$ cat src/rtl/face_candidate_buffer.sv
// face_candidate_buffer: serialises multi-scale face hits into a FWFT FIFO
// and reports per-frame candidate counts to the OS side.
module face_candidate_buffer #(
  parameter int DATA_WIDTH_12 = 12,
  parameter int NUM_RESIZE    = 5,
  parameter int FIFO_DEPTH    = 16,
  parameter int ADDR_WIDTH    = 4
) (
  input  logic                     clk_fpga,
  input  logic                     reset_fpga,
  input  logic [NUM_RESIZE-1:0]    i_candidate,
  input  logic [DATA_WIDTH_12-1:0] i_ori_x,
  input  logic [DATA_WIDTH_12-1:0] i_ori_y,
  input  logic                     i_frame_end,
  input  logic                     i_rd_en,
  output logic                     o_busy,
  output logic                     o_valid,
  output logic [DATA_WIDTH_12-1:0] o_x,
  output logic [DATA_WIDTH_12-1:0] o_y,
  output logic [2:0]               o_scale,
  output logic [ADDR_WIDTH:0]      o_count,
  output logic                     o_full,
  output logic                     o_overflow,
  output logic [7:0]               o_drop_count,
  output logic                     o_frame_done,
  output logic [7:0]               o_frame_cand_count
);

  typedef enum logic {
    IDLE,
    SERIAL
  } state_t;

  typedef struct packed {
    logic [DATA_WIDTH_12-1:0] x;
    logic [DATA_WIDTH_12-1:0] y;
    logic [2:0]               k;
  } entry_t;

  state_t                   state;
  state_t                   state_nxt;
  logic [NUM_RESIZE-1:0]    mask;
  logic [NUM_RESIZE-1:0]    mask_nxt;
  logic [DATA_WIDTH_12-1:0] lat_x;
  logic [DATA_WIDTH_12-1:0] lat_y;
  logic [2:0]               low_k;
  logic                     capture;
  logic                     push_req;
  logic                     last;

  entry_t                   mem [FIFO_DEPTH];
  logic [ADDR_WIDTH:0]      wr_ptr;
  logic [ADDR_WIDTH:0]      rd_ptr;
  logic                     full;
  logic                     empty;
  logic                     pop;
  logic                     wr_en;
  logic                     fifo_drop;
  entry_t                   head;

  logic [3:0]               drop_add;
  logic [8:0]               drop_sum;
  logic [7:0]               drop_cnt;
  logic                     ovf;
  logic [7:0]               frame_cnt;
  logic [7:0]               frame_inc;
  logic                     pend;
  logic                     close;

  function automatic logic [3:0] pop_cnt(
    input logic [NUM_RESIZE-1:0] v
  );
    logic [3:0] n;
    n = '0;
    for (int i = 0; i < NUM_RESIZE; i++)
      n = n + {3'b0, v[i]};
    return n;
  endfunction

  // lowest set bit of the pending mask
  always_comb begin
    low_k = '0;
    for (int k = NUM_RESIZE - 1; k >= 0; k--)
      if (mask[k]) low_k = 3'(k);
  end

  // serialiser next state and push request
  always_comb begin
    state_nxt = state;
    mask_nxt  = mask;
    capture   = 1'b0;
    push_req  = 1'b0;
    last      = 1'b0;
    unique case (state)
      IDLE: begin
        if (|i_candidate) begin
          capture   = 1'b1;
          mask_nxt  = i_candidate;
          state_nxt = SERIAL;
        end
      end
      SERIAL: begin
        push_req = 1'b1;
        mask_nxt = mask & ~(NUM_RESIZE'(1) << low_k);
        if (mask_nxt == '0) begin
          last      = 1'b1;
          state_nxt = IDLE;
        end
      end
    endcase
  end

  // serialiser state, mask and latched origin
  always_ff @(posedge clk_fpga) begin
    if (reset_fpga) begin
      state <= IDLE;
      mask  <= '0;
      lat_x <= '0;
      lat_y <= '0;
    end else begin
      state <= state_nxt;
      mask  <= mask_nxt;
      if (capture) begin
        lat_x <= i_ori_x;
        lat_y <= i_ori_y;
      end
    end
  end

  assign empty = (wr_ptr == rd_ptr);
  assign full  = (wr_ptr[ADDR_WIDTH] != rd_ptr[ADDR_WIDTH]) &&
                 (wr_ptr[ADDR_WIDTH-1:0] == rd_ptr[ADDR_WIDTH-1:0]);
  assign pop       = i_rd_en && !empty;
  assign wr_en     = push_req && (!full || pop);
  assign fifo_drop = push_req && full && !pop;

  // FIFO storage, no reset needed: read data gated by valid
  always_ff @(posedge clk_fpga) begin
    if (wr_en) begin
      mem[wr_ptr[ADDR_WIDTH-1:0]] <= '{x: lat_x, y: lat_y, k: low_k};
    end
  end

  // FIFO pointers
  always_ff @(posedge clk_fpga) begin
    if (reset_fpga) begin
      wr_ptr <= '0;
      rd_ptr <= '0;
    end else begin
      if (wr_en) wr_ptr <= wr_ptr + 1'b1;
      if (pop)   rd_ptr <= rd_ptr + 1'b1;
    end
  end

  assign drop_add = ((state == SERIAL) ? pop_cnt(i_candidate) : 4'd0)
                  + {3'b0, fifo_drop};
  assign drop_sum = {1'b0, drop_cnt} + {5'b0, drop_add};

  // sticky loss flag and saturating drop counter
  always_ff @(posedge clk_fpga) begin
    if (reset_fpga) begin
      drop_cnt <= '0;
      ovf      <= 1'b0;
    end else if (drop_add != '0) begin
      drop_cnt <= drop_sum[8] ? 8'hFF : drop_sum[7:0];
      ovf      <= 1'b1;
    end
  end

  assign frame_inc = (wr_en && frame_cnt != 8'hFF)
                   ? frame_cnt + 8'd1 : frame_cnt;
  assign close = ((state == IDLE) && i_frame_end) ||
                 (last && (pend || i_frame_end));

  // frame accounting; a close during SERIAL waits for the mask to drain
  always_ff @(posedge clk_fpga) begin
    if (reset_fpga) begin
      frame_cnt          <= '0;
      pend               <= 1'b0;
      o_frame_done       <= 1'b0;
      o_frame_cand_count <= '0;
    end else begin
      o_frame_done <= close;
      if (close) begin
        o_frame_cand_count <= frame_inc;
        frame_cnt          <= '0;
        pend               <= 1'b0;
      end else begin
        frame_cnt <= frame_inc;
        if (state == SERIAL && i_frame_end) pend <= 1'b1;
      end
    end
  end

  assign head         = mem[rd_ptr[ADDR_WIDTH-1:0]];
  assign o_busy       = (state == SERIAL);
  assign o_valid      = !empty;
  assign o_x          = empty ? '0 : head.x;
  assign o_y          = empty ? '0 : head.y;
  assign o_scale      = empty ? '0 : head.k;
  assign o_count      = wr_ptr - rd_ptr;
  assign o_full       = full;
  assign o_overflow   = ovf;
  assign o_drop_count = drop_cnt;

endmodule

$ cat config.mk
export PLATFORM = sky130hd
export DESIGN_NAME = face_candidate_buffer
export DESIGN_NICKNAME = d
export VERILOG_FILES = /design/src/rtl/face_candidate_buffer.sv
export SDC_FILE = /design/constraint.sdc
export NUM_CORES = 1
export LEC_CHECK = 0
export BUFFER_PORTS_ARGS = -buffer_cell sky130_fd_sc_hd__clkbuf_2
export CORE_UTILIZATION = 59
export CTS_BUF_LIST = sky130_fd_sc_hd__clkbuf_16
export DETAILED_ROUTE_END_ITERATION = 8
export GPL_ROUTABILITY_DRIVEN = 0
export PLACE_DENSITY = 0.77
export RECOVER_POWER = 25
export SLEW_MARGIN = 20
export SYNTH_ARGS = -nofsm -noshare
export SYNTH_HDL_FRONTEND = slang
export SYNTH_SLANG_ARGS = --single-unit
$ cat constraint.sdc
create_clock -name clk_fpga -period 4.2 [get_ports clk_fpga]
set_input_delay 0.42 -clock clk_fpga [delete_from_list [all_inputs] [get_ports clk_fpga]]
set_output_delay 0.42 -clock clk_fpga [all_outputs]
set_load 0.02 [all_outputs]
Yosys cells after proc, flatten, opt, wreduce, memory -nomap -nowiden
Memories as Yosys holds them, arrays and structs flattened. A register that Yosys moved wholly into a read port is not among the register bits.
Index checks and enable logic that the tools add are counted.
{"block": "classes", "add_sub_neg": 10, "mul": 0, "div_mod_pow": 0, "n_lt_le_gt_ge": 0, "n_eq_ne": 5, "shifts": 1, "muxes": 24, "bitwise": 3, "n_reduce_logical": 19}
{"op": "$mux W12", "n": 2}
{"op": "$mux W3", "n": 6}
{"op": "$mux W8", "n": 2}
{"op": "$mux W4", "n": 3}
{"op": "$add A5 B1 Y5 const B", "n": 2}
{"op": "$pmux W5 S2", "n": 1}
{"op": "$add A8 B4 Y9", "n": 1}
{"op": "$logic_and A1 B1 Y1", "n": 9}
{"op": "$add A4 B1 Y4", "n": 2}
{"op": "$add A8 B1 Y8 const B", "n": 1}
{"op": "$mux W1", "n": 8}
{"op": "$ne A8 B8 Y1 const B", "n": 1}
{"op": "$and A5 B5 Y5", "n": 1}
{"op": "$eq A5 B5 Y1", "n": 1}
{"op": "$logic_not A5 Y1", "n": 1}
{"op": "$mux W5", "n": 1}
{"op": "$not A5 Y5", "n": 1}
{"op": "$reduce_or A5 Y1", "n": 1}
{"op": "$shl A1 B3 Y5 const A", "n": 1}
{"op": "$sub A5 B5 Y5", "n": 1}
{"op": "$add A3 B1 Y4", "n": 1}
{"op": "$eq A4 B4 Y1", "n": 1}
{"op": "$reduce_bool A4 Y1", "n": 1}
{"op": "$add A2 B1 Y3", "n": 1}
{"op": "other kinds (8)", "n": 12}
{"block": "word_totals", "register_bits": 67, "latch_bits": 0, "ram_bits": 432, "romBits": 0, "in_bits": 33, "out_inout_bits": 53, "elab_cells": 75, "n_memories": 1}
{"name": "mem", "depth": 16, "word_bits": 27, "rd": 1, "rd_clocked_by_memory_dff": 1, "write_ports": 1, "line_no": "51", "rtl": "entry_t mem [FIFO_DEPTH];"}

Logic depth before layout (Yosys ltp)
{"block": "depth", "word_depth": 14, "ltp_mapped": 15, "ltp_nobuf": 15}

Least setup slack after synthesis
No wires, ideal clock.
{"block": "synth_timing", "path_type": "register to register", "start": "reg wr_ptr[0]", "end": "mem mem[0][0] (netlist bit) (enable)", "setup_ps": 445, "t_arrival_ps": 3189, "required_ps": 3755, "path_slack_ps": 566, "stages_incl_launch_ff": 7, "period_less_slack_ps": 3634, "cell_sequence": "dfxtp_1 -> inv_1 -> ha_1 -> nand4_1 -> o31a_1 -> nand2_1 -> nor3_1"}
{"block": "synth_via", "elab_chain_len": 7}
{"element": "from (decl)", "line_no": "52", "rtl": "logic [ADDR_WIDTH:0] wr_ptr;"}
{"element": "from (signal assigned)", "line_no": "150", "rtl": "if (wr_en) wr_ptr <= wr_ptr + 1'b1;"}
{"element": "$eq A5 B5 Y1 / $eq A4 B4 Y1 (equally long branches)", "line_no": "130, 132"}
{"element": "$logic_not A1 Y1 / $logic_and A1 B1 Y1 (equally long branches)", "line_no": "133, 131"}
{"element": "$logic_and A1 B1 Y1 / $logic_not A1 Y1 (equally long branches)", "line_no": "133, 134"}
{"element": "$logic_or A1 B1 Y1", "line_no": "134", "rtl": "assign wr_en = push_req && (!full || pop);"}
{"element": "$logic_and A1 B1 Y1", "line_no": "134"}
{"element": "$mux W1", "line_no": "139", "rtl": "if (wr_en) begin"}
{"element": "$mux W1 (implied by the code)", "line_no": "140", "rtl": "mem[wr_ptr[ADDR_WIDTH-1:0]] <= '{x: lat_x, y: lat_y, k: low_k};"}
{"element": "to (decl)", "line_no": "51"}
Parallel ways exist; a longest one is shown, timed or not.

==> run_results.csv <==
group,metric,value,unit
outcome,status,"finished, final reports clean",
final_layout,diodes,0,
clock_network,cts_max_level,2,
clock_network,clkTransAtPathRegs,60,ps
pwr,power_frac_seq,50.6,%
timing,fin_skew,12.50,ps
drt,totalWireLength,41340,um
yosys,synth_area_leaders,"edfxtp_1 66%, mux4_2 15%, dfxtp_1 7.2%",
final_layout,fill_cells,2085,
pwr,leakagePower,7.480,nW
clock_network,cts_made_buffers,48,
drt,drt_iter0_drc,880,
flow_run,maxCapViolations,0,
pwr,power_frac_comb,13.1,%
timing,finalHoldViolations,0,
setup_path,critPathRequiredTime,3780,ps
final_layout,layout.nets,1195,
floorplanning,die_w,184.7,um
pwr,power_frac_clock,36.3,%
yosys,synthFlopType,"edfxtp_1",
setup_path,cp-end-kind,"primary output",
yosys,syn_inst,1022,
yosys,synth_area,0.01969,mm2
grt,grt_overflow,0,
floorplanning,initial_core_util,60.21,%
yosys,synth_warnings,0,
final_layout,layout.cells.non_filler,1620,
clock_network,cts_tree,"built",
drt,wl_per_cell,25.52,um
yosys,synth_top_area_share,65.88,%
grt,antenna_found_initial,0,
grt,grt_max_degree,82,
drt,ant_nets,0,
clock_network,root_buffer,"clkbuf_16",
pwr,p_int,8.606,mW
timing,fmax,0.2880,GHz
setup_path,cp.arrival,3050,ps
floorplanning,io_pins,86,
pwr,vdd_ir_drop_max,283.4,uV
timing,finalMaxSlewViolations,0,
yosys,synth.distinct_cells,53,
yosys,synth.largest_area_cell,"edfxtp_1",
timing,fin_crit_sh,82.68,%
setup_path,worst-setup-path-type,"flop to primary output",
timing,worstMarginPinSlew,1071,ps
yosys,syn_nets,1077,
clock_network,cts_num_sinks,503,
grt,grt_use_total,25.27,%
clock_network,clk_latency,540,ps
clock_network,cts_max_path_buffers,3,
timing,layout_min_cycle_time,3473,ps
final_layout,layout_commonest_cell,"edfxtp_1",
place,io_buffers,85,
clock_network,cts_setup_buffers,0,
yosys,ys_seq_elements,503,
floorplanning,rows,66,
pwr,p_total,11.26,mW
timing,tns,0,ps
yosys,yosysSeqAreaShare,73.10,%
drt,vias,9953,
floorplanning,die_y,184.7,um
place,dp_hpwl,22360,um
yosys,postSynthAreaPerCell,19.27,um2
place,post-place-cells,1532,
grt,first_global_vias,9983,
setup_path,path_max_fanout,23,
grt,grt_first_pass_wirelength,61590,um
final_layout,final_layout_size_suffix_gt1_share,28.78,%
floorplanning,dieArea,0.03411,mm2
final_layout,layout_common_cells,"432 x edfxtp_1, 135 x mux4_2, 85 x clkbuf_2",
setup_path,worst_setup_path_start_kind,"flop",
yosys,synth_edf_count,432,
clock_network,cts_hold_buffers,0,
pwr,p_per_area,504.9,mW/mm2
pwr,switching_power,2.658,mW
yosys,async_reset_ff_share,0,%
final_layout,stdcell_area,0.02231,mm2
drt,drtPass1Iterations,4,
final_layout,area_growth,13.29,%
timing,setup_viol,0,
pwr,switching_share,23.59,%
timing,worst_hold_slack,97.13,ps
drt,via_per_inst,6.144,
worst_hold_path,hold_class,"input pin to flop",
place,place_area,0.02082,mm2
drt,drc,0,
timing,maxSlewHeadroom,28.57,%
clock_network,cts_resized,0,
timing,rsz0062_at_grt,"false",
floorplanning,core,0.03270,mm2
[sequential cells by signal (all words and copies together) (netlist names), named ones only]
| name | cells |
|---|---|
| frame_cnt | 8 |
| o_frame_done | 1 |
| pend | 1 |
| lat_x | 12 |
| o_drop_count | 8 |
| wr_ptr | 5 |
| mask | 5 |
| rd_ptr | 5 |
| o_overflow | 1 |
| lat_y | 12 |
| o_busy | 1 |
| mem | 432 |
| o_frame_cand_count | 8 |
[critical path: stages (launching register included)]
cell      delay [ps]
dfxtp_4          670
buf_4            420
mux4_2           550
mux4_2           520
and2_1           180
clkbuf_2         150
[cell usage after synthesis (15+ instances only)]
master / instances
a21oi_1: 38
and2_1: 29
buf_2: 16
clkbuf_1: 29
dfxtp_1: 71
edfxtp_1: 432
ha_1: 18
inv_1: 22
mux4_2: 135
nand2_1: 66
nor2_1: 49
xnor2_1: 15
[cells by family after synthesis]
logic type      count (synthesis)  synth area share [%]
flops                         503                 73.10
simple gates                  186                 4.455
compound gates                 78                 2.542
mux                           139                 15.64
buf+inv                        74                 1.773
fa+ha+maj                      23                 1.601
xor+xnor                       19                0.8833
[area by class of cell]
type / count / area, um2 / share of cell area (%)
Clock buffer: 49 / 1226 / 5.497
Clock inverter: 39 / 260.3 / 1.167
Inverter: 23 / 86.33 / 0.3870
Multi-Input combinational cell: 445 / 5060 / 22.68
Sequential cell: 503 / 14400 / 64.57
Tap cell: 442 / 553.0 / 2.479
Timing Repair Buffer: 119 / 718.2 / 3.219
[power groups by stage]
stage                     logic (mW)  registers (mW)  clock network (mW)
after floorplan                 1.15            5.72                   0
after global placement          1.47            5.79                   0
after detailed placement        1.48            5.80                   0
after CTS                       1.50            5.70                4.13
after global routing            1.59            5.72                4.33
final                           1.47            5.70                4.09
[worst paths after layout]
check	startpoint	to	slack, ps	depth (start not counted)
worst max-delay path	flop	o_scale[2]	730	5
worst min-delay path	i_ori_y[3]	lat_y[3]	100	3
worst max register to register	wr_ptr[2]	o_drop_count[6]	870	13
worst min register to register	o_frame_cand_count[0]	o_frame_cand_count[0]	460	1
[per-layer routing]
metal,vias to the layer above,global-route usage [%],share of wire [%]
met3,63,4.406,7.7
met1,5126,34.14,39
met5,-,0,0
met4,0,7.140,2.2
li1,4319,-,-
met2,445,42.69,51
[stage by stage]
stage                     utilization (%)  setup slack, ps
final                               68.22            727.4
after global placement              63.67            629.2
after global routing                68.22            526.5
after CTS                           68.22            657.6
after floorplan                         -            565.9
after detailed placement            63.67            537.4
(Power assumes the default switching activity.)
